[src/rtl/monitor_interface.sv]
// monitor_interface
//
// Video output stage at the end of the palette path. Generates raster timing
// (horizontal/vertical counters, blank, sync) and turns the 16-bit colour word
// from the colour RAM into 8-bit RGB. Each 4-bit colour field is scaled by
// (intensity + 1). A two-stage pixel pipeline delays RGB and sync by two pixel
// enables relative to the raw raster position.
//
// Ports
//   clk      system clock, all state updates on the rising edge
//   reset    synchronous, active-high reset
//   MCKF     pixel enable, one clk pulse per pixel
//   D        colour word: [15:12] I, [11:8] R, [7:4] G, [3:0] B
//   HPOS     raw horizontal count
//   VPOS     raw vertical count
//   HBLANK   raw horizontal blank (HPOS >= H_VISIBLE)
//   VBLANK   raw vertical blank (VPOS >= V_VISIBLE)
//   HSYNC_b  active-low horizontal sync, pipeline aligned with RGB
//   VSYNC_b  active-low vertical sync, pipeline aligned with RGB
//   FRAME    one-clk pulse when the raster wraps to 0,0
//   RED, GREEN, BLUE  8-bit colour outputs, zero while blanked

module monitor_interface #(
    parameter int H_TOTAL   = 456,
    parameter int H_VISIBLE = 336,
    parameter int HS_START  = 368,
    parameter int HS_WIDTH  = 32,
    parameter int V_TOTAL   = 262,
    parameter int V_VISIBLE = 240,
    parameter int VS_START  = 243,
    parameter int VS_WIDTH  = 3
) (
    input  logic        clk,
    input  logic        reset,
    input  logic        MCKF,
    input  logic [15:0] D,
    output logic [8:0]  HPOS,
    output logic [8:0]  VPOS,
    output logic        HBLANK,
    output logic        VBLANK,
    output logic        HSYNC_b,
    output logic        VSYNC_b,
    output logic        FRAME,
    output logic [7:0]  RED,
    output logic [7:0]  GREEN,
    output logic [7:0]  BLUE
);

    localparam logic [8:0] H_LAST   = 9'(H_TOTAL - 1);
    localparam logic [8:0] V_LAST   = 9'(V_TOTAL - 1);
    localparam logic [8:0] H_VIS    = 9'(H_VISIBLE);
    localparam logic [8:0] V_VIS    = 9'(V_VISIBLE);
    localparam logic [8:0] HS_FIRST = 9'(HS_START);
    localparam logic [8:0] HS_LAST  = 9'(HS_START + HS_WIDTH - 1);
    localparam logic [8:0] VS_FIRST = 9'(VS_START);
    localparam logic [8:0] VS_LAST  = 9'(VS_START + VS_WIDTH - 1);

    logic [8:0]  h_count;
    logic [8:0]  v_count;
    logic        line_end;
    logic        frame_end;
    logic        hs_window;
    logic        vs_window;

    // Stage 1 registers: the word and timing flags of the pixel being presented.
    logic [15:0] word_q;
    logic        blank_q;
    logic        hs_q;
    logic        vs_q;

    // Scale one 4-bit colour field by (intensity + 1); 15 * 16 = 240 fits in 8 bits.
    function automatic logic [7:0] scale(input logic [3:0] c, input logic [3:0] i);
        return {4'b0000, c} * ({4'b0000, i} + 8'd1);
    endfunction

    assign line_end  = (h_count == H_LAST);
    assign frame_end = line_end && (v_count == V_LAST);
    assign hs_window = (h_count >= HS_FIRST) && (h_count <= HS_LAST);
    assign vs_window = (v_count >= VS_FIRST) && (v_count <= VS_LAST);

    assign HPOS   = h_count;
    assign VPOS   = v_count;
    assign HBLANK = (h_count >= H_VIS);
    assign VBLANK = (v_count >= V_VIS);

    // Raster counters and frame strobe.
    always_ff @(posedge clk) begin
        if (reset) begin
            // NOTE: sequential state is always written with <= so every register
            // samples the pre-edge values of the others, independent of order.
            h_count <= '0;
            v_count <= '0;
            FRAME   <= 1'b0;
        end else begin
            // Cleared on every clk without a wrapping enable, so the pulse is one clk wide.
            FRAME <= MCKF && frame_end;
            if (MCKF) begin
                if (line_end) begin
                    h_count <= '0;
                    v_count <= frame_end ? 9'd0 : v_count + 9'd1;
                end else begin
                    h_count <= h_count + 9'd1;
                end
            end
        end
    end

    // Two-stage pixel pipeline. Sync travels through the same two stages as
    // colour so both arrive at the monitor together.
    always_ff @(posedge clk) begin
        if (reset) begin
            word_q  <= '0;
            blank_q <= 1'b1;   // first pixels after reset come out black
            hs_q    <= 1'b0;
            vs_q    <= 1'b0;
            RED     <= '0;
            GREEN   <= '0;
            BLUE    <= '0;
            HSYNC_b <= 1'b1;
            VSYNC_b <= 1'b1;
        end else if (MCKF) begin
            word_q  <= D;
            blank_q <= HBLANK | VBLANK;
            hs_q    <= hs_window;
            vs_q    <= vs_window;
            RED     <= blank_q ? 8'h00 : scale(word_q[11:8], word_q[15:12]);
            GREEN   <= blank_q ? 8'h00 : scale(word_q[7:4],  word_q[15:12]);
            BLUE    <= blank_q ? 8'h00 : scale(word_q[3:0],  word_q[15:12]);
            HSYNC_b <= ~hs_q;
            VSYNC_b <= ~vs_q;
        end
    end

endmodule

[config.mk]
export PLATFORM = sky130hd
export DESIGN_NAME = monitor_interface
export DESIGN_NICKNAME = d
export VERILOG_FILES = /design/src/rtl/monitor_interface.sv
export SDC_FILE = /design/constraint.sdc
export NUM_CORES = 1
export LEC_CHECK = 0
export BUFFER_PORTS_ARGS = -buffer_cell sky130_fd_sc_hd__buf_2
export CAP_MARGIN = 20
export CORE_MARGIN = 2
export CORE_UTILIZATION = 30
export CTS_CLUSTER_DIAMETER = 30
export DETAILED_ROUTE_END_ITERATION = 10
export GPL_ROUTABILITY_DRIVEN = 0
export REMOVE_ABC_BUFFERS = 1
export SLEW_MARGIN = 20
export SYNTH_ARGS = -nofsm -noshare
export SYNTH_HDL_FRONTEND = slang
export SYNTH_SLANG_ARGS = --single-unit
[constraint.sdc]
create_clock -name clk -period 8.6 [get_ports clk]
set_input_delay 0.86 -clock clk [delete_from_list [all_inputs] [get_ports clk]]
set_output_delay 0.86 -clock clk [all_outputs]
set_load 0.1 [all_outputs]
* After elaboration in Yosys (flattened, before gate mapping)
Cells that the tools add are included.
** Operators by class
- Add/sub/neg operators :: 3
- Multiply operators :: 3
- $lt $le $gt $ge :: 6
- Equal/unequal tests :: 2
- Muxes and demuxes :: 5
- Bitwise logic cells :: 3
- Reductions and logical operators :: 5
** Operators with widths (number)
- 2-to-1 mux 8 bit :: 3
- adder 9 x 1 -> 9 bit (second input constant) :: 2
- == test 9 bit (second input constant) :: 2
- >= comparator 9 x 8 -> 1 bit (second input constant) :: 2
- >= comparator 9 bit (second input constant) :: 2
- 2-to-1 mux 9 bit :: 2
- multiplier 4 x 8 -> 8 bit :: 2
- less-or-equal comparator 9 x 8 -> 1 bit (second input constant) :: 1
- less-or-equal comparator 9 bit (second input constant) :: 1
- multiplier 4 x 5 -> 8 bit :: 1
- adder 4 x 1 -> 5 bit (second input constant) :: 1
- logical AND 1 bit :: 4
- NOT 1 bit :: 2
- AND reduction 2 bit :: 1
- OR 1 bit :: 1
** Storage, ports and cells
- Bits in registers :: 64
- Output and inout bits :: 47
- Word-level logic and storage cells :: 39

* Logic depth before layout (Yosys ltp)
Gate-level depths: netlist of run 1.
- Depth in word-level cells :: 3
- Depth in mapped cells :: 13
- Mapped depth without buffers :: 12

* Worst setup path before layout of run 1
OpenSTA, ideal clock, no wires.
- Path type :: register to register
- From :: register word_q[12]
- To :: register BLUE[6]
- Arrival :: 3303 ps
- Slack :: 5181 ps
- Stages on the path, launching flop included :: 14
- Buffers on the path :: 1
- Path through :: dfxtp_1 > ha_1 > xor2_1 > clkbuf_1 > nand2_1 > fa_1 > inv_1 > fa_1 > inv_1 > fa_1 > nand2b_1 > a21boi_0 > o21ai_0 > a31o_2
** Between the ends
- Longest elaborated chain between the ends :: 3
** RTL lines
- from (decl) :: RTL line 66 : logic [15:0] word_q;
- from (signal assigned) :: RTL line 112 : word_q <= '0;
- from (signal assigned) :: RTL line 122 : word_q <= D;
- adder 4 x 1 -> 5 bit :: RTL line 73 : return {4'b0000, c} * ({4'b0000, i} + 8'd1);
- multiplier 4 x 5 -> 8 bit :: RTL line 73
- 2-to-1 mux 8 bit :: RTL line 128 : BLUE <= blank_q ? 8'h00 : scale(word_q[3:0], word_q[15:12]);
- to (signal assigned) :: RTL line 128
- to (decl) :: RTL line 46 : output logic [7:0] BLUE
Every way passes these cells.
A chain may end at the register's enable or synchronous reset.

* Final worst setup path of run 1
Same ends and word-level chain as after synthesis.

==> impl_table.tex, run 1 <==
\begin{tabular}{lr}
\hline
Metric & Value \\
\hline
\multicolumn{2}{l}{\textbf{Outcome}} \\
Status & finished, final reports clean \\
\multicolumn{2}{l}{\textbf{Yosys}} \\
Number of distinct library cells after synthesis & 44 \\
Area share of the leading cell type in the synthesized netlist & 30.9\% \\
Async set-or-reset flop fraction in the synthesized netlist & 0\% \\
Area contributors post-synth & dfxtp\_1 (31\%), ha\_1 (12\%), fa\_1 (8.7\%) \\
Synth Instances & 470 \\
Post-synth top area cell & dfxtp\_1 \\
Sequential element share of the synthesized area & 30.9\% \\
Most repeated cell in the gate-level netlist after synthesis & dfxtp\_1 \\
Synth Register Bits & 64 \\
Top cells by count, synth & dfxtp\_1 (64), nor2\_1 (44), nand2\_1 (43), ha\_1 (39), inv\_1 (35) \\
Yosys warning total & 0 \\
Synth Flop Type & dfxtp\_1 \\
Cell Area, Synth & 4150 um2 \\
Syn Area/Cell & 8.84 um2 \\
Number of enable flip-flop cells after synthesis & 0 \\
\multicolumn{2}{l}{\textbf{Finish}} \\
Diodes inserted & 0 \\
Proportion of layout cells with a drive suffix above 1 & 17.0\% \\
Net total in the final layout & 606 \\
Fill cells & 1402 \\
Growth of design area from synthesis to finish & 20.3\% \\
\multicolumn{2}{l}{\textbf{Timing}} \\
Worst-case hold slack & 457 ps \\
Number of pins exceeding their max-slew limit in the final report & 0 \\
Number of setup violations in the final report & 0 \\
Final-layout setup total negative slack & 0 ps \\
Maximum achievable frequency & 238 MHz \\
Setup repair after global routing missed its margin & no \\
Post-route minimum period & 4200 ps \\
Share of the cycle needed by the critical path after routing & 48.9\% \\
Worst slew margin relative to its limit & 44.0\% \\
Clock skew after layout & 9.86 ps \\
Final hold violation count & 0 \\
Worst-Margin Slew & 837 ps \\
\multicolumn{2}{l}{\textbf{Clocking}} \\
Insertion delay of the later-clocked pin in the worst-skew pair & 350 ps \\
Count of hold-fix buffers inserted at cts & 0 \\
CTS H-tree depth & 3 \\
Number of setup buffers added after CTS & 0 \\
Register clock-pin slew on the reported worst setup and hold paths & 50 ps \\
Clock root cell & clkbuf\_16 \\
Number of resized instances in the post-cts repair step & 0 \\
TritonCTS Buffers & 9 \\
Number of clock sinks & 64 \\
Buffer depth of the longest clock path & 2 \\
TritonCTS clock tree & done \\
\multicolumn{2}{l}{\textbf{Route}} \\
First-pass iteration count of the detailed router & 4 \\
Post-detailed-routing wire length & 9650 um \\
DRC violations left & 0 \\
Vias per cell & 4.84 \\
Via count & 3440 \\
Routed length per placed instance & 13.6 um \\
Routed Antenna Nets & 0 \\
Wire length on met3 & 588 um \\
Highest Signal Layer & met4 \\
Initial drt markers & 159 \\
Routed length on met2 & 4510 um \\
Wire length on met1 & 4320 um \\
\multicolumn{2}{l}{\textbf{Global routing}} \\
First-pass GRT wire length & 16400 um \\
Aggregate global routing overflow & 0 \\
All-Layer GR Usage & 14.2\% \\
Maximum number of pins on one net before global-route repair & 49 \\
Antenna violations before repair & 0 \\
Via count of the first global-routing pass & 3428 \\
\multicolumn{2}{l}{\textbf{Critical path}} \\
Worst Setup Start Kind & register \\
Type of element capturing the critical path & register \\
CP Cell Sequence & ha\_1 -> xor2\_1 -> nand2\_1 -> fa\_1 -> inv\_1 -> fa\_1 -> inv\_1 -> fa\_1 -> nand2b\_1 -> a21boi\_0 -> o21ai\_0 -> a31o\_2 \\
Worst Path Class, Setup & reg -> reg \\
Largest fanout on the critical path & 13 \\
Family with the most delay on the worst path & adder cells \\
Worst path most repeated cell & fa\_1 \\
WP buf/inv & 2 \\
Max stage delay cell, worst path & xor2\_1 \\
WP data arrival & 4440 ps \\
Largest stage delay on the critical path & 690 ps \\
Data required, critical path & 8840 ps \\
\multicolumn{2}{l}{\textbf{Pwr}} \\
Total power density per cell area & 165 nW/um2 \\
Worst vdd ir & 0.0000857 V \\
P\_leak & 2.46 nW \\
\multicolumn{2}{l}{\textbf{Die}} \\
Die Span X & 122 um \\
Core Box Area & 13400 um2 \\
Total I/O pin count & 66 \\
Die footprint & 14800 um2 \\
Cell Rows & 42 \\
Die height & 122 um \\
Effective utilization at floorplan & 31.0\% \\
\multicolumn{2}{l}{\textbf{Placed design}} \\
IO Port Bufs & 65 \\
Post-detail-place hpwl & 7060 um \\
\multicolumn{2}{l}{\textbf{Min path}} \\
Worst Hold Class & reg -> reg \\
\multicolumn{2}{l}{\textbf{Flow run}} \\
Max-Cap Viols & 0 \\
\hline
\end{tabular}
[power by group]
| part | switching (W) | internal (W) | total, W |
|---|---|---|---|
| Combinational | 0.0000581 | 0.0000284 | 0.0000866 |
| Sequential | 0.0000102 | 0.000304 | 0.000314 |
| Clock | 0.000139 | 0.000283 | 0.000422 |
| Total | 0.000208 | 0.000616 | 0.000823 |
[cell usage in the layout (no fill, tap or decap), types with 9 or more instances in the layout]
cell,synthesis,final
o21a_1,9,9
xor2_1,9,9
nor2_1,44,44
a211o_1,9,9
nand2b_1,9,9
a21oi_1,15,15
and2_1,28,28
mux2i_1,18,18
ha_1,39,39
nand2_1,43,43
fa_1,18,18
dfxtp_1,64,64
nor2b_1,9,9
clkbuf_16,0,9
xnor2_1,12,12
a22oi_1,10,10
nand3_1,13,13
nand4_1,12,12
inv_1,35,35
buf_2,6,65
[metal layers]
metal | vias up | GRT usage, %
met4 | 0 | 6.39
met3 | 18 | 4.31
li1 | 1723 | -
met5 | - | 0
met2 | 80 | 22.5
met1 | 1619 | 17.9
[logic make-up (layout without fill, tap and decap cells)]
| group | count (synthesis) | in the layout | share of synthesized area [%] |
|---|---|---|---|
| buf+inv | 56 | 121 | 5.24 |
| fa+ha+maj | 57 | 57 | 20.4 |
| compound gates | 71 | 71 | 12.1 |
| flops | 64 | 64 | 30.9 |
| mux | 18 | 18 | 4.34 |
| simple gates | 183 | 183 | 22.6 |
| xor+xnor | 21 | 21 | 4.43 |
[worst paths after layout]
kind	startpoint	end	slack (ps)	cells past startpoint
setup / recovery	word_q[12]	BLUE[6]	4400	12
hold / removal	RED[0]	RED[0]	460	2
setup reg to reg	word_q[12]	BLUE[6]	4400	12
hold reg to reg	RED[0]	RED[0]	460	2
[registers in the layout (all words and copies together), names as in the netlist]
signal and flops:
GREEN 8, FRAME 1, RED 8, blank_q 1, HPOS 9, VPOS 9
vs_q 1, HSYNC_b 1, hs_q 1, BLUE 8, VSYNC_b 1, word_q 16
[area by class of cell]
type,count,area (um2),share of cell area (%)
Tap cell,176,220,4.41
Multi-Input combinational cell,350,2650,53.1
Sequential cell,64,1280,25.7
Timing Repair Buffer,69,359,7.19
Clock inverter,7,120,2.40
Inverter,36,135,2.71
Clock buffer,9,225,4.51
[stage by stage]
step,setup slack [ps],power (W),util (%),cell area (um2),instances
after CTS,4420,0.000834,37.3,4990,711
final,4400,0.000823,37.3,4990,711
after detailed placement,4420,0.000408,34.7,4650,695
after global placement,4610,0.000406,34.6,4640,694
after floorplan,4980,0.000378,-,4070,450
after global routing,4050,0.000860,37.3,4990,711
[worst register-to-register path, cell delays in order, from the launching register on]
cell      delay, ps
dfxtp_1         590
ha_1            320
xor2_1          690
nand2_1         170
fa_1            510
inv_1            60
fa_1            560
inv_1            60
fa_1            420
nand2b_1        180
a21boi_0        200
o21ai_0         100
a31o_2          250
Note: power is estimated with default switching activity, not from simulation.
==> run 2, diff against run 1 <==
Clock period 8.6 ns to 3.9 ns, I/O delays scaled along.
==> impl_table.tex, run 2 (same netlist as run 1, synthesis figures left out) <==
\begin{tabular}{lr}
\hline
Metric & Value \\
\hline
\multicolumn{2}{l}{\textbf{Route}} \\
Routed Antenna Nets & 0 \\
Post-detailed-routing wire length & 10000 um \\
DRC violations left & 0 \\
Routed length per placed instance & 14.1 um \\
Via count & 3487 \\
Vias per cell & 4.88 \\
Initial drt markers & 116 \\
First-pass iteration count of the detailed router & 4 \\
\multicolumn{2}{l}{\textbf{Global routing}} \\
Via count of the first global-routing pass & 3446 \\
Met1 track utilization from global routing & 17.4\% \\
GR met2 Demand/Resource & 24.6\% \\
Met3 track demand over resource in global routing & 4.35\% \\
First-pass GRT wire length & 16600 um \\
Antenna violations before repair & 0 \\
Aggregate global routing overflow & 0 \\
All-Layer GR Usage & 14.6\% \\
Maximum number of pins on one net before global-route repair & 38 \\
Most Used Layer, Global Route & met2 \\
\multicolumn{2}{l}{\textbf{Flow run}} \\
Max-Cap Viols & 0 \\
\multicolumn{2}{l}{\textbf{Timing}} \\
Number of pins exceeding their max-slew limit in the final report & 0 \\
Worst-Margin Slew & 741 ps \\
Worst slew margin relative to its limit & 50.3\% \\
Final hold violation count & 0 \\
Post-route minimum period & 3520 ps \\
Clock skew after layout & 9.36 ps \\
Setup repair after global routing missed its margin & no \\
Share of the cycle needed by the critical path after routing & 90.3\% \\
Maximum achievable frequency & 284 MHz \\
Final-layout setup total negative slack & 0 ps \\
Number of setup violations in the final report & 0 \\
\multicolumn{2}{l}{\textbf{Critical path}} \\
Data required, critical path & 4130 ps \\
Worst Setup Start Kind & register \\
Worst Path Class, Setup & reg -> reg \\
Critical Path Start & word\_q[13] \\
Largest fanout on the critical path & 8 \\
Critical R2R Launch & word\_q[13] \\
WP data arrival & 3750 ps \\
Max stage delay cell, worst path & fa\_1 \\
Type of element capturing the critical path & register \\
CP Cell Sequence & ha\_1 -> xor2\_1 -> buf\_4 -> nand2\_1 -> fa\_1 -> inv\_1 -> fa\_1 -> inv\_1 -> fa\_1 -> nand2b\_1 -> a21boi\_0 -> o21ai\_0 -> a31o\_2 \\
Largest stage delay on the critical path & 570 ps \\
Worst path most repeated cell & fa\_1 \\
\multicolumn{2}{l}{\textbf{Clocking}} \\
TritonCTS Buffers & 9 \\
Number of setup buffers added after CTS & 0 \\
CTS H-tree depth & 3 \\
Insertion delay of the later-clocked pin in the worst-skew pair & 340 ps \\
TritonCTS clock tree & done \\
Count of hold-fix buffers inserted at cts & 0 \\
Clock root cell & clkbuf\_16 \\
Number of resized instances in the post-cts repair step & 0 \\
Number of clock sinks & 64 \\
Buffer depth of the longest clock path & 2 \\
Register clock-pin slew on the reported worst setup and hold paths & 60 ps \\
\multicolumn{2}{l}{\textbf{Min path}} \\
Startpoint of the lowest-slack hold path & D[7] \\
Worst Hold Class & in -> reg \\
\multicolumn{2}{l}{\textbf{Finish}} \\
Biggest register & word\_q \\
Fill cells & 1417 \\
Growth of design area from synthesis to finish & 18.9\% \\
Proportion of layout cells with a drive suffix above 1 & 16.9\% \\
Net total in the final layout & 609 \\
Commonest cells after routing, fill and taps aside & buf\_2 (65), dfxtp\_1 (64), nor2\_1 (44), nand2\_1 (43), ha\_1 (39) \\
Post-Route Utilization & 36.8\% \\
Diodes inserted & 0 \\
Max FFs per register & 16 \\
Most common library cell in the layout ignoring fill and taps & buf\_2 \\
\multicolumn{2}{l}{\textbf{Die}} \\
Die footprint & 14800 um2 \\
Die Span X & 122 um \\
Total I/O pin count & 66 \\
Die height & 122 um \\
Effective utilization at floorplan & 31.0\% \\
Core Box Area & 13400 um2 \\
Cell Rows & 42 \\
\multicolumn{2}{l}{\textbf{Placed design}} \\
Post-detail-place hpwl & 7490 um \\
IO Port Bufs & 65 \\
\multicolumn{2}{l}{\textbf{Pwr}} \\
Internal Power & 0.00118 W \\
Sw frac & 27.2\% \\
P\_sw & 0.000442 W \\
Worst vdd ir & 0.000243 V \\
Part of the total power dissipated in combinational logic & 12.1\% \\
P\_leak & 2.44 nW \\
Clock network fraction of design power & 45.2\% \\
Total power density per cell area & 329 nW/um2 \\
Sequential power share & 42.6\% \\
\multicolumn{2}{l}{\textbf{Outcome}} \\
Status & finished, final reports clean \\
\hline
\end{tabular}
==> run 2: path summary, 6_finish.rpt <==
kind	end	slack (ps)	cells past startpoint
setup / recovery	BLUE[6]	380	13
hold reg to reg	RED[0]	460	2
hold / removal	word_q[7]	280	3
setup reg to reg	BLUE[6]	380	13
==> run 2: per-layer routing <==
metal | vias up | wire length [um]
li1 | 1733 | -
met1 | 1672 | 4400
met2 | 71 | 4890
met3 | 11 | 574
met4 | 0 | 170
met5 | - | 0
==> run 2: stage by stage <==
step | cell area (um2) | power [W] | hold WS, ps | setup WS, ps | std cells
final | 4940 | 0.00162 | 282 | 378 | 714
after global routing | 4940 | 0.00170 | 293 | 147 | 714
after CTS | 4940 | 0.00166 | 270 | 363 | 714
after detailed placement | 4670 | 0.000905 | 454 | 388 | 698
after global placement | 4670 | 0.000900 | 450 | 466 | 698
after floorplan | 4070 | 0.000833 | 435 | 278 | 450
==> run 2: layout make-up <==
cell class                      instances  area, um2  share of cell area (%)
Multi-Input combinational cell        350       2650                    53.8
Sequential cell                        64       1280                    26.0
Timing Repair Buffer                   72        378                    7.66
Clock buffer                           13        250                    5.07
Tap cell                              176        220                    4.46
Inverter                               36        135                    2.74
Clock inverter                          3       17.5                   0.355
==> run 2: critical path: cells and delay by family (launching register included) <==
family | cells | cell delay (ps)
simple gates | 2 | 250
compound gates | 3 | 560
flops | 1 | 350
buf+inv | 3 | 320
xor+xnor | 1 | 200
fa+ha+maj | 4 | 1740
==> run 2: power by group through the flow <==
stage / Combinational [W] / Clock, W / Sequential [W]
2_1_floorplan: 0.0000945 / 0 / 0.000738
3_3_place_gp: 0.000195 / 0 / 0.000705
3_5_place_dp: 0.000199 / 0 / 0.000706
4_1_cts: 0.000200 / 0.000764 / 0.000692
5_1_grt: 0.000222 / 0.000787 / 0.000694
6_report: 0.000197 / 0.000734 / 0.000692
